--- config.mk ---
export PLATFORM = sky130hd
export DESIGN_NAME = divider_32bit
export DESIGN_NICKNAME = d
export VERILOG_FILES = /design/src/rtl/divider_32bit_pkg.sv /design/src/rtl/divider_32bit_step.sv /design/src/rtl/divider_32bit.sv
export SDC_FILE = /design/constraint.sdc
export NUM_CORES = 1
export LEC_CHECK = 0
export BUFFER_PORTS_ARGS = -buffer_cell sky130_fd_sc_hd__buf_2
export CAP_MARGIN = 20
export CORE_ASPECT_RATIO = 0.6
export CORE_MARGIN = 2
export CORE_UTILIZATION = 54
export DETAILED_ROUTE_END_ITERATION = 8
export GPL_TIMING_DRIVEN = 1
export PLACE_DENSITY = 0.78
export SYNTH_ARGS = -nofsm -noshare
export SYNTH_HDL_FRONTEND = slang
export SYNTH_SLANG_ARGS = --single-unit
export TNS_END_PERCENT = 30
--- constraint.sdc ---
create_clock -name clk -period 3.2 [get_ports clk]
set_input_delay 0.96 -clock clk [delete_from_list [all_inputs] [get_ports clk]]
set_output_delay 0.96 -clock clk [all_outputs]
set_load 0.01 [all_outputs]
--- src/rtl/divider_32bit_pkg.sv ---
// Shared types and helpers for the iterative restoring divider.
package divider_pkg;

    localparam int DIV_WIDTH = 32;

    typedef enum logic [1:0] {
        IDLE = 2'b00,
        CALC = 2'b01,
        FIX  = 2'b10,
        DONE = 2'b11
    } div_state_t;

    // Magnitude of a DIV_WIDTH-bit operand; unsigned operands pass through.
    // |MIN| = 2^(DIV_WIDTH-1) is representable because the result is unsigned.
    function automatic logic [DIV_WIDTH-1:0] abs_val(
        input logic [DIV_WIDTH-1:0] value,
        input logic                 is_signed
    );
        logic [DIV_WIDTH-1:0] result;
        if (is_signed && value[DIV_WIDTH-1]) begin
            result = ~value + {{(DIV_WIDTH-1){1'b0}}, 1'b1};
        end else begin
            result = value;
        end
        return result;
    endfunction

endpackage

--- src/rtl/divider_32bit_step.sv ---
// One restoring-division iteration: shift {P, A} left, try to subtract the
// divisor from P, and record the outcome as the new quotient bit.
module divider_step #(
    parameter int WIDTH = 32
) (
    input  logic [WIDTH:0]   p_i,
    input  logic [WIDTH-1:0] a_i,
    input  logic [WIDTH-1:0] d_i,
    output logic [WIDTH:0]   p_o,
    output logic [WIDTH-1:0] a_o
);

    logic [2*WIDTH:0] pa_sh_s;
    logic [WIDTH:0]   p_sh_s;
    logic [WIDTH-1:0] a_sh_s;
    logic [WIDTH+1:0] diff_s;

    // Shift the concatenated partial remainder/quotient and form the trial difference.
    always_comb begin
        pa_sh_s = {p_i, a_i} << 1;
        p_sh_s  = pa_sh_s[2*WIDTH:WIDTH];
        a_sh_s  = pa_sh_s[WIDTH-1:0];
        // One extra bit so the sign of the trial subtraction is visible.
        diff_s  = {1'b0, p_sh_s} - {2'b00, d_i};
    end

    // Keep the difference when it is non-negative, otherwise restore P.
    always_comb begin
        if (diff_s[WIDTH+1] == 1'b0) begin
            p_o = diff_s[WIDTH:0];
            a_o = a_sh_s | {{(WIDTH-1){1'b0}}, 1'b1};
        end else begin
            p_o = p_sh_s;
            a_o = a_sh_s;
        end
    end

endmodule

--- src/rtl/divider_32bit.sv ---
// Iterative radix-2 restoring divider, signed or unsigned, one quotient bit
// per clock. start/busy/done handshake; results held until the next start.
module divider_32bit
    import divider_pkg::*;
#(
    parameter int WIDTH = DIV_WIDTH
) (
    input  logic             clk,
    input  logic             rst,
    input  logic             start,
    input  logic             is_signed,
    input  logic [WIDTH-1:0] in0,
    input  logic [WIDTH-1:0] in1,
    output logic             busy,
    output logic             done,
    output logic [WIDTH-1:0] quotient,
    output logic [WIDTH-1:0] remainder
);

    localparam int CW = $clog2(WIDTH);
    localparam logic [CW-1:0]    CNT_INIT = CW'(WIDTH - 1);
    localparam logic [CW-1:0]    CNT_ONE  = CW'(1);
    localparam logic [WIDTH-1:0] W_ONE    = {{(WIDTH-1){1'b0}}, 1'b1};
    localparam logic [WIDTH-1:0] W_ZERO   = {WIDTH{1'b0}};
    localparam logic [WIDTH-1:0] W_ONES   = {WIDTH{1'b1}};

    div_state_t       state_q,     state_d;
    logic [CW-1:0]    count_q,     count_d;
    logic [WIDTH:0]   p_q,         p_d;
    logic [WIDTH-1:0] a_q,         a_d;
    logic [WIDTH-1:0] dvsr_q,      dvsr_d;
    logic             quot_neg_q,  quot_neg_d;
    logic             rem_neg_q,   rem_neg_d;
    logic             busy_q,      busy_d;
    logic             done_q,      done_d;
    logic [WIDTH-1:0] quotient_q,  quotient_d;
    logic [WIDTH-1:0] remainder_q, remainder_d;

    logic [WIDTH-1:0] in0_mag_s;
    logic [WIDTH-1:0] in1_mag_s;
    logic [WIDTH:0]   step_p_s;
    logic [WIDTH-1:0] step_a_s;

    // Operand magnitudes: the shared package helper covers the native width,
    // other widths use the same rule locally.
    generate
        if (WIDTH == DIV_WIDTH) begin : g_pkg_abs
            assign in0_mag_s = abs_val(in0, is_signed);
            assign in1_mag_s = abs_val(in1, is_signed);
        end else begin : g_local_abs
            assign in0_mag_s = (is_signed && in0[WIDTH-1]) ? (~in0 + W_ONE) : in0;
            assign in1_mag_s = (is_signed && in1[WIDTH-1]) ? (~in1 + W_ONE) : in1;
        end
    endgenerate

    divider_step #(
        .WIDTH (WIDTH)
    ) u_step (
        .p_i (p_q),
        .a_i (a_q),
        .d_i (dvsr_q),
        .p_o (step_p_s),
        .a_o (step_a_s)
    );

    // Next-state and datapath: busy/done are computed for the state being entered.
    always_comb begin
        state_d     = state_q;
        count_d     = count_q;
        p_d         = p_q;
        a_d         = a_q;
        dvsr_d      = dvsr_q;
        quot_neg_d  = quot_neg_q;
        rem_neg_d   = rem_neg_q;
        quotient_d  = quotient_q;
        remainder_d = remainder_q;
        busy_d      = 1'b0;
        done_d      = 1'b0;

        case (state_q)
            IDLE: begin
                if (start) begin
                    if (in1 == W_ZERO) begin
                        // Divide by zero finishes immediately with a fixed result.
                        quotient_d  = W_ONES;
                        remainder_d = in0;
                        done_d      = 1'b1;
                        state_d     = DONE;
                    end else begin
                        quot_neg_d = is_signed & (in0[WIDTH-1] ^ in1[WIDTH-1]);
                        rem_neg_d  = is_signed & in0[WIDTH-1];
                        a_d        = in0_mag_s;
                        dvsr_d     = in1_mag_s;
                        p_d        = {(WIDTH+1){1'b0}};
                        count_d    = CNT_INIT;
                        busy_d     = 1'b1;
                        state_d    = CALC;
                    end
                end else begin
                    state_d = IDLE;
                end
            end
            CALC: begin
                p_d    = step_p_s;
                a_d    = step_a_s;
                busy_d = 1'b1;
                if (count_q == {CW{1'b0}}) begin
                    state_d = FIX;
                end else begin
                    count_d = count_q - CNT_ONE;
                end
            end
            FIX: begin
                // Quotient truncates toward zero; remainder takes the dividend's sign.
                quotient_d  = quot_neg_q ? (~a_q + W_ONE) : a_q;
                remainder_d = rem_neg_q ? (~p_q[WIDTH-1:0] + W_ONE) : p_q[WIDTH-1:0];
                done_d      = 1'b1;
                state_d     = DONE;
            end
            DONE: begin
                state_d = IDLE;
            end
            default: begin
                state_d = IDLE;
            end
        endcase
    end

    // State and output registers; reset aborts any operation without a done pulse.
    always_ff @(posedge clk or negedge rst) begin
        if (!rst) begin
            state_q     <= IDLE;
            count_q     <= {CW{1'b0}};
            p_q         <= {(WIDTH+1){1'b0}};
            a_q         <= W_ZERO;
            dvsr_q      <= W_ZERO;
            quot_neg_q  <= 1'b0;
            rem_neg_q   <= 1'b0;
            busy_q      <= 1'b0;
            done_q      <= 1'b0;
            quotient_q  <= W_ZERO;
            remainder_q <= W_ZERO;
        end else begin
            state_q     <= state_d;
            count_q     <= count_d;
            p_q         <= p_d;
            a_q         <= a_d;
            dvsr_q      <= dvsr_d;
            quot_neg_q  <= quot_neg_d;
            rem_neg_q   <= rem_neg_d;
            busy_q      <= busy_d;
            done_q      <= done_d;
            quotient_q  <= quotient_d;
            remainder_q <= remainder_d;
        end
    end

    assign busy      = busy_q;
    assign done      = done_q;
    assign quotient  = quotient_q;
    assign remainder = remainder_q;

endmodule
==> flow_metrics.py <==
metrics = {
    "route": {
        "vias_per_cell": 5.94,
        "wire_per_inst_um": 18.2,
        "ant_nets": 0,
        "drt_iter0_markers": 1223,
        "vias": 11600,
        "dr.pass1.iters": 5,
        "drcViolationCount": 0,
        "wl_um": 35600,
    },
    "sta": {
        "totalNegativeSetupSlack_ns": -0.0233,
        "max_freq_mhz": 310,
        "maxSlewHeadroom_pct": 32.6,
        "setup_ws_ns": -0.0233,
        "fin_skew_ns": 0.0115,
        "timing_hold_violations_final": 0,
        "post-route-min-period_ns": 3.22,
        "worstMarginPinSlew_ns": 1.01,
        "finalCritPeriodShare_pct": 101,
        "whs_ns": 0.464,
        "rsz0062_at_grt": "true",
        "slew_viol_final": 0,
        "setup_viol": 1,
    },
    "power": {
        "p_sw_uw": 6220,
        "clock_power_share_pct": 15.2,
        "combPwrFrac_pct": 57.5,
        "p_int_uw": 7630,
        "leakage_uw": 0.00664,
        "p_sw_share_pct": 44.9,
        "ir_worst_vdd_mv": 0.674,
        "power_frac_seq_pct": 27.3,
        "powerDensity_nw_per_um2": 960,
    },
    "floorplanning": {
        "die_x_um": 192,
        "dieArea_um2": 22500,
        "die_y_um": 117,
        "placementRows": 41,
        "core-area_um2": 21000,
        "ioPinCount": 134,
        "start_util_pct": 54.8,
    },
    "clocking": {
        "postCtsHoldBufs": 0,
        "clk_root_buffer_cell": "clkbuf_16",
        "clkTransAtPathRegs_ns": 0.07,
        "clock_latency_ns": 0.44,
        "cts_sinks": 171,
        "cts_max_level": 4,
        "cts.path.max_buffers": 2,
        "cts_buffers": 17,
        "cts_tree": "yes",
    },
    "global_routing": {
        "grt_start_max_net_pins": 82,
        "first_global_vias": 10600,
        "grt.overflow.total": 0,
        "gr-usage-all-layers_pct": 31.9,
        "grt_first_pass_wirelength_um": 55700,
        "grt_antenna_before_repair": 0,
    },
    "worst_setup_path": {
        "r2r_cells": 9,
        "crit_type": "flop to flop",
        "path_buf_inv": 0,
        "critPathMaxStageDelay_ns": 0.54,
        "rrSetupSlack_ns": -0.02,
        "startpoint_type": "flop",
        "critical_path.slowest_cell": "or4_4",
        "reg2reg_to": "remainder[31]",
        "arrival_ns": 3.55,
        "startpoint": "p_q[10]",
        "path_cells": "or4_4 > or3_4 > or2_4 > or3_4 > or4_4 > o31ai_4 > xnor2_2 > mux2i_2 > o21ai_1",
        "worstSetupEndpointType": "flop",
        "cp.required_ns": 3.52,
        "timing.rr.start": "p_q[10]",
        "cpLargestDelayFamily": "simple AND/OR/NAND/NOR gates",
        "cp_max_fo": 4,
    },
    "synthesis": {
        "synthAdderAreaFrac_pct": 4.63,
        "syn_inst": 1418,
        "muxShareOfSynthArea_pct": 1.86,
        "syn-num-nets": 1528,
        "synth-xor-area-share_pct": 10.7,
        "async_reset_ff_share_pct": 100,
        "synth_top_family_by_area": "compound AO/OA/AOI/OAI gates",
        "ys.flop_type": "dfrtp_1",
        "yosysWarnings": 0,
        "ys_types": 65,
        "yosys.area.top_type_share_pct": 37.2,
        "synth_seq_cells": 171,
        "synth_edf_count": 0,
        "synth_compound_area_share_pct": 23.0,
        "synthTopCellsByArea": "dfrtp_1 37%, o21ai_0 8.4%, nand2_1 7.0%, xor2_1 6.9%, a21oi_1 4.6%",
        "netlist_area_um2": 11500,
        "synth_top_area_cell": "dfrtp_1",
        "yosysSeqAreaShare_pct": 37.2,
        "syn_area_per_cell_um2": 8.12,
        "yosys.area_share.simple_pct": 17.9,
    },
    "place": {
        "routabilityCongestion": 0.954,
        "port_buffers": 133,
        "dp_slack_ns": -0.438,
        "dpl.hpwl_um": 27100,
    },
    "layout": {
        "area_growth_syn_to_layout_pct": 25.4,
        "drive_gt1_share_pct": 23.3,
        "nNetsFinal": 1775,
    },
    "run_status": {
        "violations": "setup timing",
        "outcome": "finished, violations left",
    },
    "min_path": {
        "hold_class": "primary input to async pin",
    },
    "run": {
        "drv_cap": 0,
    },
}
==> final cells by class <==
cell class                 instances  area (um^2)
multi-input combinational       1111         6890
fill                            1609         6560
sequential                       171         4280
timing repair buffer             303         2090
clock buffer                      18          439
tap                              279          349
inverter                          61          229
clock inverter                    14          145
antenna                            1         2.50
==> kinds of logic after synthesis <==
| logic type | after synthesis |
|---|---|
| buf+inv | 136 |
| xor+xnor | 140 |
| mux | 21 |
| flops | 171 |
| compound gates | 451 |
| simple gates | 457 |
| fa+ha+maj | 42 |
==> repair_timing <==
action	in CTS	in global routing
gates cloned	0	0
setup buffers	0	3
gates resized for setup	9	28
setup endpoints to repair	10	73
pin swaps	4	11
==> per-layer routing <==
metal / global-route usage (%) / part of all wire, %
met5: 0 / 0
met4: 7.28 / 1.4
met3: 6.59 / 10
met2: 45.4 / 42
met1: 49.3 / 47
==> registers in the layout, summed over array words and instances, names as in the netlist <==
name,flops
done,1
dvsr_q,32
quotient,32
p_q,32
quot_neg_q,1
state_q,2
busy,1
rem_neg_q,1
remainder,32
count_q,5
a_q,32
==> cells in the mapped netlist (4+ instances only) <==
master      n
o31ai_1    28
o21ai_1     7
nor2b_1     6
xor2_1     91
and2_1      6
or4_1      17
o21a_1      5
or3_1      20
nand3_1     9
buf_1       4
nor3_1     22
o21bai_1    4
o21ai_0   193
buf_2      18
a21oi_1   106
a31oi_1    39
nand4_1     4
nand2_1   214
ha_1       41
o211ai_1    6
a21o_1     14
xnor2_1    49
inv_1      61
nand2b_1   10
nor4_1     10
dfrtp_1   171
mux2i_1    18
a211oi_1    6
nor2_1    113
o41ai_1     8
clkbuf_1   50
a32oi_1     8
or2_2       7
and3_1      5
==> power groups by stage <==
| stage | logic [uW] | registers (uW) | clock network (uW) |
|---|---|---|---|
| finish | 7970 | 3780 | 2100 |
| global route | 8790 | 3890 | 2210 |
| CTS | 7670 | 3750 | 2110 |
| detailed placement | 7530 | 3790 | 0 |
| global placement | 7260 | 3740 | 0 |
| floorplan | 4790 | 3720 | 0 |
==> worst max path at each step <==
stage	to	slack, ns	depth (start not counted)
2_1_floorplan	a_q[17]	-0.21	8
3_3_place_gp	p_q[27]	-0.36	12
3_5_place_dp	p_q[27]	-0.44	12
4_1_cts	remainder[31]	0.002	9
5_1_grt	remainder[31]	-0.08	9
6_report	remainder[31]	-0.02	9
==> per-stage QoR <==
step | cell area [um^2] | instances | util [%] | power [uW]
final | 14400 | 1958 | 68.8 | 13900
after global placement | 13700 | 1922 | 65.2 | 11000
after floorplan | 11500 | 1418 | - | 8520
after global routing | 14400 | 1957 | 68.7 | 14900
after detailed placement | 13700 | 1922 | 65.2 | 11300
after CTS | 14300 | 1954 | 68.1 | 13500
==> placed cells by master (no fill, tap or decap), types with 7 or more instances in the layout <==
master,instances
buf_2,132
o31ai_1,28
a21oi_1,104
or3_1,19
buf_12,11
a32oi_1,8
xnor2_1,46
mux2i_1,17
ha_1,38
o41ai_1,7
clkbuf_16,17
nor4_1,9
nand2_1,214
o21ai_1,12
nand2b_1,8
nor2_1,113
inv_1,60
nor3_1,21
buf_4,158
nand3_1,9
a21o_1,14
or2_2,7
o21ai_0,186
dfrtp_1,171
a31oi_1,39
xor2_1,90
or4_1,14
Note: power is estimated with default switching activity, not from simulation.
